**src/rtl/fifo_stream_reader.sv**
```systemverilog
// Burst reader: pulls burst_len words from an upstream FIFO through a 4-entry buffer onto a valid/ready stream.
// Define FIFO_RD_TIMEOUT_EN to abort a burst after TIMEOUT consecutive FIFO-empty cycles.
module fifo_stream_reader #(
    parameter int DATA_W  = 32,
    parameter int LEN_W   = 10,
    parameter int TIMEOUT = 255
) (
    input  logic              clk,
    input  logic              rst,
    input  logic              start,
    input  logic [LEN_W-1:0]  burst_len,
    input  logic              fifo_empty,
    input  logic [DATA_W-1:0] fifo_data,
    output logic              fifo_rd,
    output logic              m_valid,
    input  logic              m_ready,
    output logic [DATA_W-1:0] m_data,
    output logic              m_last,
    output logic              busy,
    output logic              done,
    output logic              err,
    output logic [LEN_W-1:0]  xfer_cnt
);

    typedef enum logic [1:0] {IDLE, RUN, FLUSH, DONE} state_t;

    state_t            state;
    logic [LEN_W-1:0]  remaining;
    logic [DATA_W-1:0] buf_data [4];
    logic [3:0]        buf_last;
    logic [1:0]        wr_ptr;
    logic [1:0]        rd_ptr;
    logic [2:0]        occ;
    logic              in_flight;
    logic              in_flight_last;
    logic              aborted;
    logic              push;
    logic              pop;

`ifdef FIFO_RD_TIMEOUT_EN
    localparam int TO_W = (TIMEOUT < 2) ? 1 : $clog2(TIMEOUT);
    logic [TO_W-1:0] to_cnt;
    logic            err_r;
    assign err = err_r;
`else
    assign aborted = 1'b0;
    assign err     = 1'b0;
`endif

    // Reserve a buffer slot for every read in flight so the buffer can never overflow.
    assign fifo_rd = (state == RUN) && !fifo_empty && (remaining != '0)
                     && ((occ + {2'b00, in_flight}) < 3'd4);
    assign push    = in_flight;
    assign m_valid = (occ != 3'd0);
    assign pop     = m_valid && m_ready;
    assign m_data  = buf_data[rd_ptr];
    // After an abort no entry carries a last tag, so the final drained word is flagged instead.
    assign m_last  = m_valid && (buf_last[rd_ptr] || (aborted && (occ == 3'd1) && !in_flight));

    always_ff @(posedge clk) begin
        if (rst) begin
            for (int unsigned i = 0; i < 4; i++) buf_data[i] <= '0;
            buf_last       <= '0;
            wr_ptr         <= '0;
            rd_ptr         <= '0;
            occ            <= '0;
            in_flight      <= 1'b0;
            in_flight_last <= 1'b0;
        end else begin
            in_flight      <= fifo_rd;
            in_flight_last <= fifo_rd && (remaining == LEN_W'(1));
            if (push) begin
                buf_data[wr_ptr] <= fifo_data;
                buf_last[wr_ptr] <= in_flight_last;
                wr_ptr           <= wr_ptr + 2'd1;
            end
            if (pop) rd_ptr <= rd_ptr + 2'd1;
            case ({push, pop})
                2'b10:   occ <= occ + 3'd1;
                2'b01:   occ <= occ - 3'd1;
                default: occ <= occ;
            endcase
        end
    end

    always_ff @(posedge clk) begin
        if (rst) begin
            state     <= IDLE;
            busy      <= 1'b0;
            done      <= 1'b0;
            xfer_cnt  <= '0;
            remaining <= '0;
`ifdef FIFO_RD_TIMEOUT_EN
            to_cnt    <= '0;
            err_r     <= 1'b0;
            aborted   <= 1'b0;
`endif
        end else begin
            done <= 1'b0;
            if (pop) xfer_cnt <= xfer_cnt + LEN_W'(1);
            if (fifo_rd) remaining <= remaining - LEN_W'(1);
            unique case (state)
                IDLE: begin
                    if (start) begin
                        state     <= RUN;
                        busy      <= 1'b1;
                        remaining <= burst_len;
                        xfer_cnt  <= '0;
`ifdef FIFO_RD_TIMEOUT_EN
                        to_cnt    <= '0;
                        err_r     <= 1'b0;
                        aborted   <= 1'b0;
`endif
                    end
                end
                RUN: begin
                    if (remaining == '0) begin
                        state <= FLUSH;
                    end
`ifdef FIFO_RD_TIMEOUT_EN
                    else if (fifo_empty) begin
                        if (to_cnt == TO_W'(TIMEOUT - 1)) begin
                            state   <= FLUSH;
                            aborted <= 1'b1;
                            err_r   <= 1'b1;
                        end else begin
                            to_cnt <= to_cnt + TO_W'(1);
                        end
                    end else begin
                        to_cnt <= '0;
                    end
`endif
                end
                FLUSH: begin
                    if ((occ == 3'd0) && !in_flight) begin
                        state <= DONE;
                        done  <= 1'b1;
                    end
                end
                DONE: begin
                    state <= IDLE;
                    busy  <= 1'b0;
                end
                default: state <= IDLE;
            endcase
        end
    end

endmodule

```
**config.mk**
```make
export PLATFORM = sky130hd
export DESIGN_NAME = fifo_stream_reader
export DESIGN_NICKNAME = d
export VERILOG_FILES = /design/src/rtl/fifo_stream_reader.sv
export SDC_FILE = /design/constraint.sdc
export NUM_CORES = 1
export LEC_CHECK = 0
export CORE_AREA = 2 2 133 135
export DETAILED_ROUTE_END_ITERATION = 12
export DIE_AREA = 0 0 135 137
export PLACE_DENSITY = 0.66
export SYNTH_ARGS = -nofsm -noshare
export SYNTH_HDL_FRONTEND = slang
export SYNTH_SLANG_ARGS = --single-unit
```
**constraint.sdc**
```tcl
create_clock -name clk -period 5.4 [get_ports clk]
set_input_delay 1.08 -clock clk [delete_from_list [all_inputs] [get_ports clk]]
set_output_delay 1.08 -clock clk [all_outputs]
set_load 0.1 [all_outputs]
```
Yosys cells after proc, flatten, opt, wreduce, memory -nomap -nowiden
Memory sizes are Yosys's and may differ from the RTL's. A register that Yosys moved wholly into a read port is not among the register bits. Index checks and enable logic that the tools add are counted.

$add $sub $neg: 7. $lt $le $gt $ge: 4. Eq/ne operators: 9. Muxes and demuxes: 29. Bitwise operators: 1. Reduce and logical (&&, ||, !) cells: 21.

Operators with widths (number): $mux 10 (6); $mux 32 (1); $reduce_or 32->1 (1); $mux 2 (6); $add 10x1->10 const B (1); $eq 10x1->1 const B (1); $logic_not 10->1 (1); $mux 1 (10); $reduce_bool 10->1 (1); $sub 10x1->10 const B (1); $logic_and 1x1->1 (8); $pmux 2 s4 (1); $eq 2x2->1 const B (3); $lt 2x3->1 const B (2); $pmux 3 s2 (1); $add 2x1->2 const B (2); $bwmux 4 (1); $eq 2x1->1 const B (2); $ne 2x2->1 const B (2); $reduce_bool 2->1 (2); $add 3x1->3 (1); $add 3x1->3 const B (1); $logic_not 3->1 (1); $lt 3x3->1 const B (1); other kinds (13) (14).

Register bits after elaboration: 37. RAM bits: 128. Bits of input ports: 47. Output and inout bits: 48. Memories: 1.

Memories: buf_data (words 4, bits a word 32, read ports 1, clocked after memory_dff 1, wr ports 4, line 29) `logic [DATA_W-1:0] buf_data [4];`.

Longest topological paths before layout
Gate-level depths: netlist of run 1.

Depth in word-level cells: 7. Mapped depth: 8. Depth with buffers taken out: 7.

Worst setup path after synthesis of run 1
No wires, ideal clock.

Path type: reg2reg. Start point: register in_flight. End point: memory buf_data[3][0] (enable). Data arrival time: 3.035 ns. Setup slack: 1.895 ns. Cell stages (with the launch flop): 4. Buffers on the path: 1. Period minus slack after synthesis: 3.505 ns. Cell sequence: dfxtp_1 > buf_2 > inv_1 > o31ai_1.

RTL lines: start, declared (line 34) `logic in_flight;`; start signal, assigned (line 70) `in_flight <= fifo_rd;`; end, declared (line 29).

==> flow_summary.yaml, run 1 <==
clock_tree:
  clock_latency_ns: 0.42
  max-clock-path-buffers: 2
  cts_tree: "done"
  cts_setup_buffers: 0
  cts_resized: 0
  clk_pin_slew_worst_paths_ns: 0.06
  cts-buffers-inserted: 17
  cts_num_sinks: 167
  hold_buffers: 0
  htreeDepth: 4
  clockRootBuffer: "clkbuf_16"
logic_synthesis:
  synthesis.nets: 610
  yosysUniqueCellTypes: 58
  synth_top_area_frac: 0.510
  synth_ff_type: "edfxtp_1"
  synth_seq_cells: 167
  synth_area_leaders: "edfxtp_1, dfxtp_1, mux4_2"
  synth_top_family_by_area: "simple AND/OR/NAND/NOR gates"
  avgSynthCellArea_um2: 13.7
  synth_area_um2: 7530
  synthMuxAreaShare: 0.103
  yosysSeqAreaShare: 0.614
  synth_compound_area_frac: 0.0423
  synth_most_common_cell: "edfxtp_1"
  synthSimpleGateAreaFrac: 0.175
  synthTopCellsByCount: "edfxtp_1, and2_1, dfxtp_1, and3_1, mux4_2"
  synthArstFlopShare: 0
  yosys.area_share.xor_xnor: 0.0151
  synth_edf_count: 128
  synthCells: 549
  yosys.area.top_type: "edfxtp_1"
  yosys_warnings: 0
  synth_fa_ha_area_frac: 0.0242
floorplanning:
  num_rows: 48
  die_y_um: 137
  core_area_um2: 17100
  die_w_um: 135
  ioPinCount: 95
  dieArea_um2: 18500
  start_util: 0.442
setup_path:
  r2r_cells: 4
  cp.depth: 3
  crit_path_start_kind: "flip-flop"
  worstPathArrival_ns: 3.25
  cp_max_fo: 22
  cp_data_required_time_ns: 4.32
  cp_slowest_cell: "clkdlybuf4s50_1"
  cp_cell_sequence: "buf_4, mux4_2, clkdlybuf4s50_1"
  critical_path_class: "reg2out"
  max_stage_delay_ns: 0.99
  cpLargestDelayFamily: "buffers and inverters"
  critPathCaptureType: "output pin"
  path_buf_inv: 2
final_layout:
  fin_nets: 696
  num-fill-cells: 1438
  layout-drive-gt1-share: 0.138
  diodes: 0
  final_util: 0.541
  synthToLayoutAreaGrowth_pct: 22.4
global_routing:
  grt_use_total: 0.183
  grt_max_degree: 50
  grt_pass1_vias: 4719
  antenna_found_initial: 0
  grt_pass1_wl_mm: 25.3
  gr-total-overflow: 0
timing:
  drv_slew: 0
  rsz0062_at_grt: "false"
  max_slew_margin: 0.340
  period_share: 0.802
  layout_setup_ws_ns: 1.07
  hold_viol: 0
  tns_ns: 0
  finalCriticalPeriod_ns: 4.33
  worst_slew_pin_slew_ns: 0.987
  timing.fmax_mhz: 231
  setup_violations: 0
  skew_ns: 0.00543
detailed_routing:
  drt-vias-per-instance: 5.34
  drt_iter0_drc: 370
  vias: 4657
  drt.antenna.violating_nets: 0
  dr.pass1.iters: 4
  routedWlPerCell_um: 18.4
  routed_wirelength_mm: 16.0
  drcViolationCount: 0
min_path:
  hold_class: "reg2reg"
  min_path_cells: 2
outcome:
  status: "complete, no violations"
placement:
  numPortBuffers: 93
  gp_congestion: 0.805
  post-place-ws_ns: 1.43
  hpwlAfterDp_mm: 9.51
power:
  leakagePower_uw: 0.00339
  powerDensity_nw_per_um2: 421
  ir_worst_vdd_mv: 0.329
job:
  maxCapViolCount: 0
[registers in the layout, summed over array words and instances (netlist names), named ones only]
| signal | count |
|---|---|
| buf_data | 128 |
| remaining | 10 |
| xfer_cnt | 10 |
| buf_last | 4 |
| occ | 3 |
| rd_ptr | 2 |
| state | 2 |
| wr_ptr | 2 |
| busy | 1 |
| done | 1 |
| in_flight | 1 |
| in_flight_last | 1 |
[path summary, 6_finish.rpt]
kind                from              to  slack [ns]
max            flip-flop      m_data[15]        1.07
min          buf_last[1]     buf_last[1]        0.46
max reg2reg    in_flight  buf_data[1][8]        2.45
min reg2reg  buf_last[1]     buf_last[1]        0.46
[metal layers]
layer  GRT usage  part of all wire  vias up  wire length, um
li1            -                 -     2205                -
met1       0.242              0.43     2305             6840
met2       0.296              0.50      143             8080
met3      0.0519             0.066        4             1070
met4      0.0544            0.0034        0               55
met5           0                 0        -                0
[where the power goes]
part / internal (uW) / switching, uW / total (uW)
clock network: 630 / 483 / 1110
registers: 1480 / 119 / 1600
logic: 375 / 793 / 1170
total: 2490 / 1400 / 3880
[worst reg2reg max path, stage by stage, from the launching register on]
cell and delay [ns]:
dfxtp_2 0.92, nand2_1 0.28, nor3_2 0.19, buf_4 0.37, or2_2 0.80
[logic make-up (layout without fill, tap and decap cells)]
family,after synthesis,after routing
AO/OA/AOI/OAI,48,48
XOR/XNOR,13,13
adder cells (fa/ha/maj),14,14
buffers and inverters,48,146
flip-flops,167,167
multiplexers,36,36
other,1,1
AND/OR/NAND/NOR,222,222
[cell usage in the layout (no fill, tap or decap), types with 3 or more instances in the layout]
cell type / instances
a21oi_1: 8
a31oi_1: 7
and2_1: 98
and3_1: 35
buf_4: 8
clkbuf_16: 17
clkdlybuf4s50_1: 92
clkinv_1: 3
dfxtp_1: 36
dfxtp_2: 3
edfxtp_1: 128
ha_1: 13
inv_1: 13
inv_6: 3
mux2i_1: 3
mux4_2: 33
nand2_1: 19
nand3_1: 14
nand4_1: 4
nor2_1: 21
nor3_2: 4
o21ai_0: 14
or2_2: 3
or3_1: 4
or4_1: 3
xnor2_1: 5
xor2_1: 8
[final cells by class]
class	instances	area, um^2	share of cell area
clock buffers	19	433	0.0469
clock inverters	12	101	0.0110
inverters	15	56.3	0.00611
multi-input cells	334	2740	0.297
flip-flops and latches	167	4630	0.502
well taps	225	282	0.0305
repair buffers	100	981	0.106
[through the flow]
| stage | instance area (um^2) | total power, uW | cells | hold WS [ns] |
|---|---|---|---|---|
| 6_report | 9220 | 3880 | 872 | 0.457 |
| 5_1_grt | 9220 | 4050 | 872 | 0.479 |
| 3_5_place_dp | 8690 | 2800 | 841 | 0.451 |
| 3_3_place_gp | 8690 | 2790 | 841 | 0.443 |
| 4_1_cts | 9220 | 3920 | 872 | 0.459 |
| 2_1_floorplan | 7530 | 2520 | 549 | 0.433 |
No activity file was read; power rests on OpenSTA's default activity.
==> run 2, diff against run 1 <==
Settings changed: PLACE_DENSITY 0.66 to 0.69.
Clock period 5.4 ns to 3.8 ns, I/O delays scaled along.
==> run 2 against run 1 <==
  * Clock-buffer cell count fell by 2
  * Via count rose by 2.0%
  * Sequential share of layout area fell by 0.57 points
  * Global-route usage rose by 0.23 points
  * Worst setup slack got worse by 0.48 ns
  * Critical path depth did not move
  * Wire length rose by 1.3%
  * Total power rose by 50%
  * Clock skew rose by 0.00085 ns
  * Final cell count rose by 0.69%
  * Final area rose by 1.1%
  * Largest power group unchanged
==> flow_summary.yaml, run 2 (synthesis results as in run 1) <==
timing:
  setup_violations: 0
  hold_viol: 0
  period_share: 0.846
  timing.fmax_mhz: 311
  rsz0062_at_grt: "false"
  skew_ns: 0.00628
  layout_setup_ws_ns: 0.586
  holdWs_ns: 0.456
  max_slew_margin: 0.347
  tns_ns: 0
  worst_slew_pin_slew_ns: 0.976
  finalCriticalPeriod_ns: 3.21
  drv_slew: 0
global_routing:
  grt_pass1_vias: 4886
  grt_pass1_wl_mm: 25.7
  grt_use_total: 0.185
  antenna_found_initial: 1
  gr-total-overflow: 0
  grt_max_degree: 50
detailed_routing:
  drt.antenna.violating_nets: 0
  dr.pass1.iters: 4
  routedWlPerCell_um: 18.5
  drt-vias-per-instance: 5.41
  vias: 4748
  routed_wirelength_mm: 16.3
  drt_iter0_drc: 248
  drcViolationCount: 0
placement:
  post-place-ws_ns: 0.834
  numPortBuffers: 93
  placed_area_um2: 8680
  gp_congestion: 0.852
  hpwlAfterDp_mm: 9.90
setup_path:
  cp_data_required_time_ns: 3.04
  critical_path_class: "reg2out"
  worstPathArrival_ns: 2.45
  cp_max_fo: 2
  crit_path_start_kind: "flip-flop"
  critPathCaptureType: "output pin"
final_layout:
  fin_nets: 700
  max_flop_register: "buf_data"
  largest_register_ffs: 128
  num-fill-cells: 1436
  layout-drive-gt1-share: 0.198
  top_regs: "buf_data (128), remaining (10), xfer_cnt (10)"
  final_util: 0.547
  final_common_cell: "edfxtp_1"
  synthToLayoutAreaGrowth_pct: 23.8
  final_area_um2: 9330
  final_cell_mix: "edfxtp_1, and2_1, clkdlybuf4s50_1, buf_4, dfxtp_1"
floorplanning:
  num_rows: 48
  start_util: 0.442
  die_w_um: 135
  core_area_um2: 17100
  die_y_um: 137
  ioPinCount: 95
  dieArea_um2: 18500
power:
  power.switching_uw: 2020
  powerDensity_nw_per_um2: 624
  switching_share: 0.348
  p_seq_frac: 0.382
  intPower_uw: 3800
  leakagePower_uw: 0.00351
  pwr-share-comb: 0.293
  ir_worst_vdd_mv: 0.490
  clkPwrFrac: 0.325
clock_tree:
  cts-buffers-inserted: 17
  cts_num_sinks: 167
  max-clock-path-buffers: 2
  hold_buffers: 0
  cts_tree: "done"
  htreeDepth: 4
  cts_resized: 0
  cts_setup_buffers: 0
  clockRootBuffer: "clkbuf_16"
  clock_latency_ns: 0.42
  clk_pin_slew_worst_paths_ns: 0.07
min_path:
  hold_class: "reg2reg"
outcome:
  status: "complete, no violations"
job:
  maxCapViolCount: 0
run 2: cell types whose count changed in the layout (fill, tap and decap cells not counted):
cell	previous run	this run
clkbuf_1	2	0
diode_2	0	1
bufinv_16	1	5
buf_12	0	3
clkinv_1	3	2
clkdlybuf4s50_1	92	60
buf_4	8	41
inv_8	0	1
clkinv_2	2	1
run 2: metrics by stage:
step / std cells / power (uW)
after global routing: 877 / 6040
final: 878 / 5820
after CTS: 877 / 5870
after detailed placement: 845 / 3980
after floorplan: 549 / 3590
after global placement: 845 / 3950
run 2: per-layer routing:
metal	share of wire	track usage	wire length, um	up-vias
met1	0.44	0.236	7080	2386
met4	0.011	0.0602	173	0
met5	0	0	0	-
met2	0.50	0.317	8150	132
met3	0.052	0.0389	849	11
li1	-	-	-	2219
run 2: power by group through the flow:
stage	clock (uW)	combinational, uW	sequential [uW]
final	1890	1700	2220
after global placement	0	1700	2250
after CTS	1930	1720	2220
after floorplan	0	1310	2270
after detailed placement	0	1710	2260
after global routing	2000	1810	2240
run 2: final timing paths:
path | startpoint | to | slack, ns | cells past startpoint
setup reg to reg | occ[0] | occ[2] | 1.58 | 7
hold / removal | buf_last[2] | buf_last[2] | 0.46 | 2
hold reg to reg | buf_last[2] | buf_last[2] | 0.46 | 2
setup / recovery | rd_ptr[1] | m_last | 0.59 | 3
run 2: cell type report:
class                   instances  area [um^2]  area share
diodes                          1         2.50    0.000268
clock buffers                  17          425      0.0456
clock inverters                15          224      0.0240
inverters                      15         56.3     0.00604
multi-input cells             334         2740       0.294
flip-flops and latches        167         4630       0.496
well taps                     225          282      0.0302
repair buffers                104          968       0.104
run 2: critical path, stage by stage, from the launching register on:
cell             delay [ns]
dfxtp_1                0.36
mux4_2                 0.53
and2_1                 0.17
clkdlybuf4s50_1        0.96
